`config.mk`:
```
export PLATFORM = sky130hd
export DESIGN_NAME = pcileech_com_tx_gearbox
export DESIGN_NICKNAME = d
export VERILOG_FILES = /design/src/rtl/pcileech_com_tx_gearbox.sv
export SDC_FILE = /design/constraint.sdc
export NUM_CORES = 1
export LEC_CHECK = 0
export CORE_MARGIN = 2
export CORE_UTILIZATION = 40
export DETAILED_ROUTE_END_ITERATION = 16
export PLACE_DENSITY = 0.7
export REMOVE_ABC_BUFFERS = 1
export SYNTH_ARGS = -nofsm -noshare
export SYNTH_HDL_FRONTEND = slang
export SYNTH_SLANG_ARGS = --single-unit
```
`constraint.sdc`:
```
create_clock -name clk -period 3.3 [get_ports clk]
set_clock_uncertainty 0.15 [all_clocks]
set_input_delay 0.495 -clock clk [delete_from_list [all_inputs] [get_ports clk]]
set_output_delay 0.495 -clock clk [all_outputs]
set_load 0.02 [all_outputs]
```
`src/rtl/pcileech_com_tx_gearbox.sv`:
```
// pcileech_com_tx_gearbox
//
// Transmit-direction width converter between FIFO control and the FT601
// write path. 256-bit words are written into a two-slot buffer and leave
// as eight 32-bit beats, lowest beat first, on a valid/ready stream.
// The block also drives a stretched TX-activity LED, a wrapping count of
// accepted beats and a sticky overflow flag.
//
// Ports:
//   clk              FT601 clock (ft601_clk)
//   rst              synchronous active-high reset
//   din              256-bit transmit word, bits [31:0] leave first
//   din_wr_en        write strobe, only honoured while din_ready is high
//   din_ready        buffer has a free slot this cycle
//   dout             current 32-bit beat (zero while not valid)
//   dout_valid       dout holds a beat
//   dout_ready       downstream takes the beat this cycle
//   led_state_invert XORed onto the LED output
//   led_state_txdata stretched TX-activity indicator
//   words_sent       number of accepted beats, wraps
//   err_overflow     sticky, a strobe arrived while the buffer was full

module pcileech_com_tx_gearbox #(
    parameter int PARAM_LED_STRETCH_BITS = 24
) (
    input  logic                             clk,
    input  logic                             rst,
    input  logic [255:0]                     din,
    input  logic                             din_wr_en,
    output logic                             din_ready,
    output logic [31:0]                      dout,
    output logic                             dout_valid,
    input  logic                             dout_ready,
    input  logic                             led_state_invert,
    output logic                             led_state_txdata,
    output logic [31:0]                      words_sent,
    output logic                             err_overflow
);

    logic [255:0]                      slot0_q;
    logic [255:0]                      slot1_q;
    logic                              head_q;
    logic [1:0]                        count_q;
    logic [2:0]                        beat_q;
    logic [31:0]                       words_sent_q;
    logic                              err_overflow_q;
    logic [PARAM_LED_STRETCH_BITS-1:0] stretch_q;

    logic                              push;
    logic                              overflow_event;
    logic                              beat_accept;
    logic                              pop;
    logic                              tail;
    logic [255:0]                      head_word;

    // Handshake decode. The tail slot is the head while the buffer is
    // empty and the other slot while one word is held; with two words
    // held no push can happen, so tail is irrelevant then. rst gates
    // din_ready so a strobe during reset is neither stored nor flagged.
    always_comb begin
        din_ready      = (count_q != 2'd2) && !rst;
        dout_valid     = (count_q != 2'd0);
        push           = din_wr_en && din_ready;
        overflow_event = din_wr_en && !din_ready && !rst;
        beat_accept    = dout_valid && dout_ready;
        pop            = beat_accept && (beat_q == 3'd7);
        tail           = head_q ^ (count_q != 2'd0);
    end

    // Output mux: everything here comes from registers, so nothing on
    // the input side reaches dout or dout_valid combinationally.
    always_comb begin
        head_word = head_q ? slot1_q : slot0_q;
        dout      = 32'h0;
        if (dout_valid) begin
            dout = head_word[{beat_q, 5'd0} +: 32];
        end
        led_state_txdata = (stretch_q != '0) ^ led_state_invert;
    end

    // Buffer bookkeeping. A push and a pop in the same cycle leave the
    // count alone; when one word is held the pushed word lands in the
    // other slot, which the pop turns into the head, so there is no
    // bubble between words. beat_q wraps 7->0 on the popping beat.
    always_ff @(posedge clk) begin
        if (rst) begin
            slot0_q <= '0;
            slot1_q <= '0;
            head_q  <= 1'b0;
            count_q <= 2'd0;
            beat_q  <= 3'd0;
        end else begin
            if (push) begin
                if (tail) begin
                    slot1_q <= din;
                end else begin
                    slot0_q <= din;
                end
            end
            if (push && !pop) begin
                count_q <= count_q + 2'd1;
            end else if (pop && !push) begin
                count_q <= count_q - 2'd1;
            end
            if (pop) begin
                head_q <= ~head_q;
            end
            if (beat_accept) begin
                beat_q <= beat_q + 3'd1;
            end
        end
    end

    // Status: beat counter, sticky overflow flag and the LED stretch
    // counter, which reloads on every accepted beat and otherwise runs
    // down to zero and stays there.
    always_ff @(posedge clk) begin
        if (rst) begin
            words_sent_q   <= 32'd0;
            err_overflow_q <= 1'b0;
            stretch_q      <= '0;
        end else begin
            if (beat_accept) begin
                words_sent_q <= words_sent_q + 32'd1;
            end
            if (overflow_event) begin
                err_overflow_q <= 1'b1;
            end
            if (beat_accept) begin
                stretch_q <= '1;
            end else if (stretch_q != '0) begin
                stretch_q <= stretch_q - PARAM_LED_STRETCH_BITS'(1);
            end
        end
    end

    assign words_sent   = words_sent_q;
    assign err_overflow = err_overflow_q;

endmodule

```
==> results of run 1 <==
## timing repair
item                       4_1_cts  5_1_grt
setup endpoints to repair       33       32
buffers inserted                16        6
gates resized for setup        179       60
pin swaps                        4       10
gates cloned                     6        2
## report_power, final
part	leakage [uW]	internal, uW	switching, uW
clock	0.00104	4210	2850
combinational	0.00498	1150	1180
sequential	0.00467	7260	224
total	0.0107	12600	4250
## kinds of logic (layout without fill, tap and decap cells)
group,count (synthesis),in the layout,share of synthesized area
multiplexers,162,162,0.149
XOR/XNOR,45,45,0.0162
other,0,1,0
buffers and inverters,234,557,0.0386
AO/OA/AOI/OAI,565,565,0.118
AND/OR/NAND/NOR,1217,1217,0.201
flip-flops,575,575,0.474
adder cells (fa/ha/maj),6,6,0.00309
## layer usage
metal  track usage  wire [um]
met5             0         52
met4        0.0643       1830
met3        0.0405       4210
met2         0.356      32900
met1         0.290      30400
## stage by stage
step           TNS [ps]  instances  hold WS (ps)  utilization  instance area [um2]
6_report           -541       3910           139        0.521                31400
5_1_grt           -3080       3909           123        0.521                31400
4_1_cts           -2190       3904           109        0.518                31200
3_5_place_dp          0       3770           294        0.477                28700
3_3_place_gp          0       3770           290        0.477                28700
2_1_floorplan  -2724060       2575           277            -                23400
## critical path: cells and delay by family (launching register included)
family	cells	cell delay [ps]
AND/OR/NAND/NOR	1	170
buffers and inverters	4	560
flip-flops	1	410
multiplexers	2	970
## registers in the layout (all words and copies together) (netlist names)
register,flops
stretch_q,24
slot1_q,256
beat_q,3
err_overflow,1
slot0_q,256
words_sent,32
head_q,1
count_q,2
## final cells by class
cell class | instances | area, um2
tap | 782 | 978
clock inverter | 22 | 254
multi-input combinational | 1995 | 12000
inverter | 5 | 18.8
antenna | 1 | 2.50
timing repair buffer | 440 | 4810
clock buffer | 90 | 1830
fill | 5455 | 28900
sequential | 575 | 11500
## placed cells by master (no fill, tap or decap), types with 8 or more instances in the layout
master and instances:
clkinv_2 11, and2_4 26, clkbuf_16 64, nand2_1 1048
mux4_2 160, nor3_1 9, a21oi_1 530, buf_2 8
o21ai_0 12, xnor2_1 11, clkbuf_1 11, clkdlybuf4s50_1 294
buf_8 8, clkbuf_8 17, nand3_1 11, and2_1 10
nand4_1 16, nor2_1 44, buf_6 33, a31oi_1 9
or3_1 16, buf_4 51, dfxtp_1 571, xor2_1 34
buf_12 38
## worst max-delay path by stage
stage / startpoint / to / slack [ps] / cells past startpoint
floorplan: head_q / slot1_q[0] / -5110 / 4
global placement: beat_q[0] / dout[2] / 160 / 6
detailed placement: beat_q[0] / dout[6] / 140 / 6
CTS: beat_q[0] / dout[21] / -170 / 6
global route: beat_q[0] / dout[0] / -180 / 7
finish: beat_q[0] / dout[0] / -80 / 7
==> results.toml, run 1 <==
[timing]
setup_viol = 15
timing.slew.headroom = 0.373
worstMarginPinSlew_ps = 941
rsz0062_at_grt = "yes"
finalMaxSlewViolations = 0
fin_ws_ps = -75.7
post-route-min-period_ps = 3380
hold_violations = 0
period_share = 1.02
clock.fmax_ghz = 0.296

[min_path]
whs_path_depth = 2
hold_path_class = "in2reg"
hold_start = "rst"
min_to = "slot0_q[192]"

[floorplanning]
core_area_mm2 = 0.0602
die_w_um = 250
initial_core_util = 0.403
die_y_um = 250
io_pins = 329
rows = 90
die_area_mm2 = 0.0627

[critical_path]
start_kind = "flop"
crit_slowest_cell = "mux4_2"
r2r_setup_slack_ps = 720
cp_cell_sequence = "buf_12, buf_12, buf_16, mux4_2, mux4_2, and2_4, buf_6"
cp.arrival_ps = 2730
required_ps = 2650
cpPeakStageDelay_ps = 490
reg2reg_from = "count_q[0]"
worstReg2RegEnd = "count_q[1]"
crit_path_end_kind = "output pin"
crit_type = "reg2out"
path_max_fanout = 8
ff2ff_path_depth = 6

[global_routing]
grt_max_degree = 197
antenna_found_initial = 4
grt-ovfl-total = 0
grt_pass1_vias = 20284
grt_pass1_wl_um = 110000
grt_usage = 0.216

[logic_synthesis]
syn_avg_cell_area_um2 = 8.67
seq_area_frac_synth = 0.474
synth-edff-count = 0
synth_most_common_cell = "nand2_1"
ys_ff_latch = 575
yosys.area.top_type_share = 0.474
synth_warnings = 0
synth_async_sr_flop_share = 0
synth_common_cells = "1050 x nand2_1, 575 x dfxtp_1, 530 x a21oi_1, 160 x mux4_2, 155 x clkbuf_1"
netlist_area_mm2 = 0.0243
synth_area_leaders = "dfxtp_1 47%, nand2_1 16%, mux4_2 15%"
yosys.area.top_type = "dfxtp_1"
synthFlopType = "dfxtp_1"
syn_inst = 2804
ys_types = 38

[power_and_ir_drop]
irDropWorstVdd_mv = 0.392
leakage_uw = 0.0107
power.density_mw_per_mm2 = 538
power.total_uw = 16900

[cts]
cts_buffer_depth = 3
cts_tree = "yes"
cts_root_buf = "clkbuf_16"
cts-htree-levels = 2
numCtsBuffers = 60
clkTransAtPathRegs_ps = 60
clkLatencyLatePin_ps = 610
hold_buffers = 0
clkSinkCount = 575

[routing]
drc_errors = 0
first_iter_violations = 1375
routed_via_density = 5.32
drt_wl_total_um = 69400
ant_nets = 0
routedWlPerCell_um = 17.7
first_pass_iters = 5
vias = 20805

[status]
violations = "setup timing"
status = "complete, but fails checks"

[final_layout]
drive_gt1_frac = 0.145
area_growth_pct = 29.2
nets = 3344

[place]
place.port_buffers = 328
gp_congestion = 0.827
place_hpwl_um = 44300
pre_cts_ws_ps = 144

[run]
max_cap_violations = 0
Power figures use the tool's default switching activity.
==> run 2, diff against run 1 <==
==> constraint.sdc (replaced) <==
create_clock -name clk -period 3.2 [get_ports clk]
set_clock_uncertainty 0.15 [all_clocks]
set_input_delay 0.48 -clock clk [delete_from_list [all_inputs] [get_ports clk]]
set_output_delay 0.48 -clock clk [all_outputs]
set_load 0.02 [all_outputs]
==> run 2 against run 1 <==
  * The run still ends with setup timing left
  * Final area shrank 1.0%
  * Wire length shrank 1.1%
  * Final cell count shrank 0.51%
  * Flip-flop and latch count is the same
  * Global-route usage shrank 0.055 points
  * Sequential share of layout area grew 0.39 points
  * Count of clock-buffer cells in the layout grew 4
  * Clock power shrank 4.5%
  * Sequential power grew 2.9%
  * Combinational power grew 4%
  * Worst hold slack lost 72 ps
  * Largest cell class unchanged
  * Largest power group unchanged
==> results.toml, run 2 (same netlist as run 1, synthesis figures left out) <==
[status]
status = "complete, but fails checks"
violations = "setup timing"

[floorplanning]
io_pins = 329
initial_core_util = 0.403
core_area_mm2 = 0.0602
die_w_um = 250
rows = 90
die_area_mm2 = 0.0627
die_y_um = 250

[critical_path]
required_ps = 2570
crit_type = "reg2out"
cp.arrival_ps = 2700
path_max_fanout = 5
worstReg2RegEnd = "slot0_q[84]"
r2r_setup_slack_ps = 670
ff2ff_path_depth = 7
crit_path_end_kind = "output pin"
start_kind = "flop"
reg2reg_from = "count_q[1]"

[final_layout]
area_growth_pct = 27.8
stdcell_area_mm2 = 0.0311
nets = 3327
final_cell_mix = "1048 x nand2_1, 571 x dfxtp_1, 530 x a21oi_1"
drive_gt1_frac = 0.138
final_common_cell = "nand2_1"
fin_cells = 3890

[min_path]
whs_path_depth = 2
min_to = "slot1_q[31]"
hold_path_class = "in2reg"
hold_start = "rst"

[routing]
drt_wl_total_um = 68700
routedWlPerCell_um = 17.6
ant_nets = 0
drc_errors = 0
vias = 20603
first_pass_iters = 5
first_iter_violations = 1673
routed_via_density = 5.30

[timing]
finalMaxSlewViolations = 0
fin_ws_ps = -132
worstMarginPinSlew_ps = 1140
timing.slew.headroom = 0.238
post-route-min-period_ps = 3330
whs_ps = 66.4
rsz0062_at_grt = "yes"
period_share = 1.04
clock.fmax_ghz = 0.300
setup_viol = 31
hold_violations = 0

[place]
pre_cts_ws_ps = 71.6
dp_cells = 3750
place.port_buffers = 328
gp_congestion = 0.811
placed_area_mm2 = 0.0286
place_hpwl_um = 42400

[power_and_ir_drop]
power_frac_comb = 0.144
power.internal_uw = 12500
leakage_uw = 0.0105
switching_share = 0.257
power.density_mw_per_mm2 = 543
switchingPower_uw = 4330
clkPwrFrac = 0.399
irDropWorstVdd_mv = 0.431
seqPwrFrac = 0.457

[cts]
numCtsBuffers = 60
clkTransAtPathRegs_ps = 60
hold_buffers = 0
cts_tree = "yes"
cts_root_buf = "clkbuf_16"
clkLatencyLatePin_ps = 610
cts_buffer_depth = 3
clkSinkCount = 575
cts-htree-levels = 2

[global_routing]
grt_pass1_vias = 20064
grt_usage = 0.216
antenna_found_initial = 4
grt-ovfl-total = 0
grt_pass1_wl_um = 109000
grt_max_degree = 231

[run]
max_cap_violations = 0
==> run 2: changes by cell type in the layout (fill, tap and decap cells not counted), moves of 4 or more <==
cell	previous run	this run
clkbuf_1	11	19
and2_1	10	5
and2_4	26	31
buf_2	8	3
buf_4	51	46
bufinv_16	5	0
buf_6	33	29
clkbuf_8	17	13
==> run 2: worst max-delay path by stage <==
stage | from | endpoint | cells after the start
2_1_floorplan | head_q | slot1_q[0] | 4
3_3_place_gp | beat_q[0] | dout[28] | 6
3_5_place_dp | beat_q[0] | dout[28] | 6
4_1_cts | beat_q[0] | dout[10] | 8
5_1_grt | beat_q[0] | dout[9] | 7
6_report | beat_q[0] | dout[9] | 7
==> run 2: routing by layer <==
layer | routed length [um] | GRT usage | vias to the layer above
met5 | 46 | 0 | -
met4 | 1560 | 0.0595 | 6
met3 | 4370 | 0.0405 | 117
met2 | 32400 | 0.349 | 642
met1 | 30300 | 0.296 | 9823
li1 | - | - | 10015
==> run 2: timing repair <==
| action | CTS | global route |
|---|---|---|
| buffers inserted | 21 | 6 |
| cloned | 9 | 0 |
| resized for setup | 197 | 50 |
| pin swaps | 5 | 11 |
| endpoints found under the hold margin | 0 | 0 |
| endpoints found under the setup margin | 33 | 33 |
==> run 2: layout make-up <==
cell class	instances	area, um2
fill	5473	29200
multi-input combinational	1995	12000
sequential	575	11500
timing repair buffer	423	4660
clock buffer	94	1800
tap	782	978
clock inverter	15	95.1
inverter	5	18.8
antenna	1	2.50
==> run 2: worst max-delay path, cell delays in order (launching register included) <==
cell     delay, ps
dfxtp_4        390
buf_12         140
buf_12         120
buf_16         130
mux4_2         500
mux4_2         520
and2_4         190
buf_6          120
==> run 2: power by group through the flow <==
stage / Clock (uW) / Combinational [uW] / Sequential [uW]
5_1_grt: 7190 / 2650 / 7740
6_report: 6730 / 2430 / 7700
3_3_place_gp: 0 / 2190 / 7840
3_5_place_dp: 0 / 2220 / 7850
2_1_floorplan: 0 / 1190 / 7870
4_1_cts: 6890 / 2430 / 7700
==> run 2: per-stage QoR <==
stage	setup TNS (ps)	power, uW	utilization
finish	-2200	16900	0.516
global route	-5150	17600	0.516
CTS	-5460	17000	0.514
detailed placement	0	10100	0.474
global placement	0	10000	0.474
floorplan	-2778600	9060	-
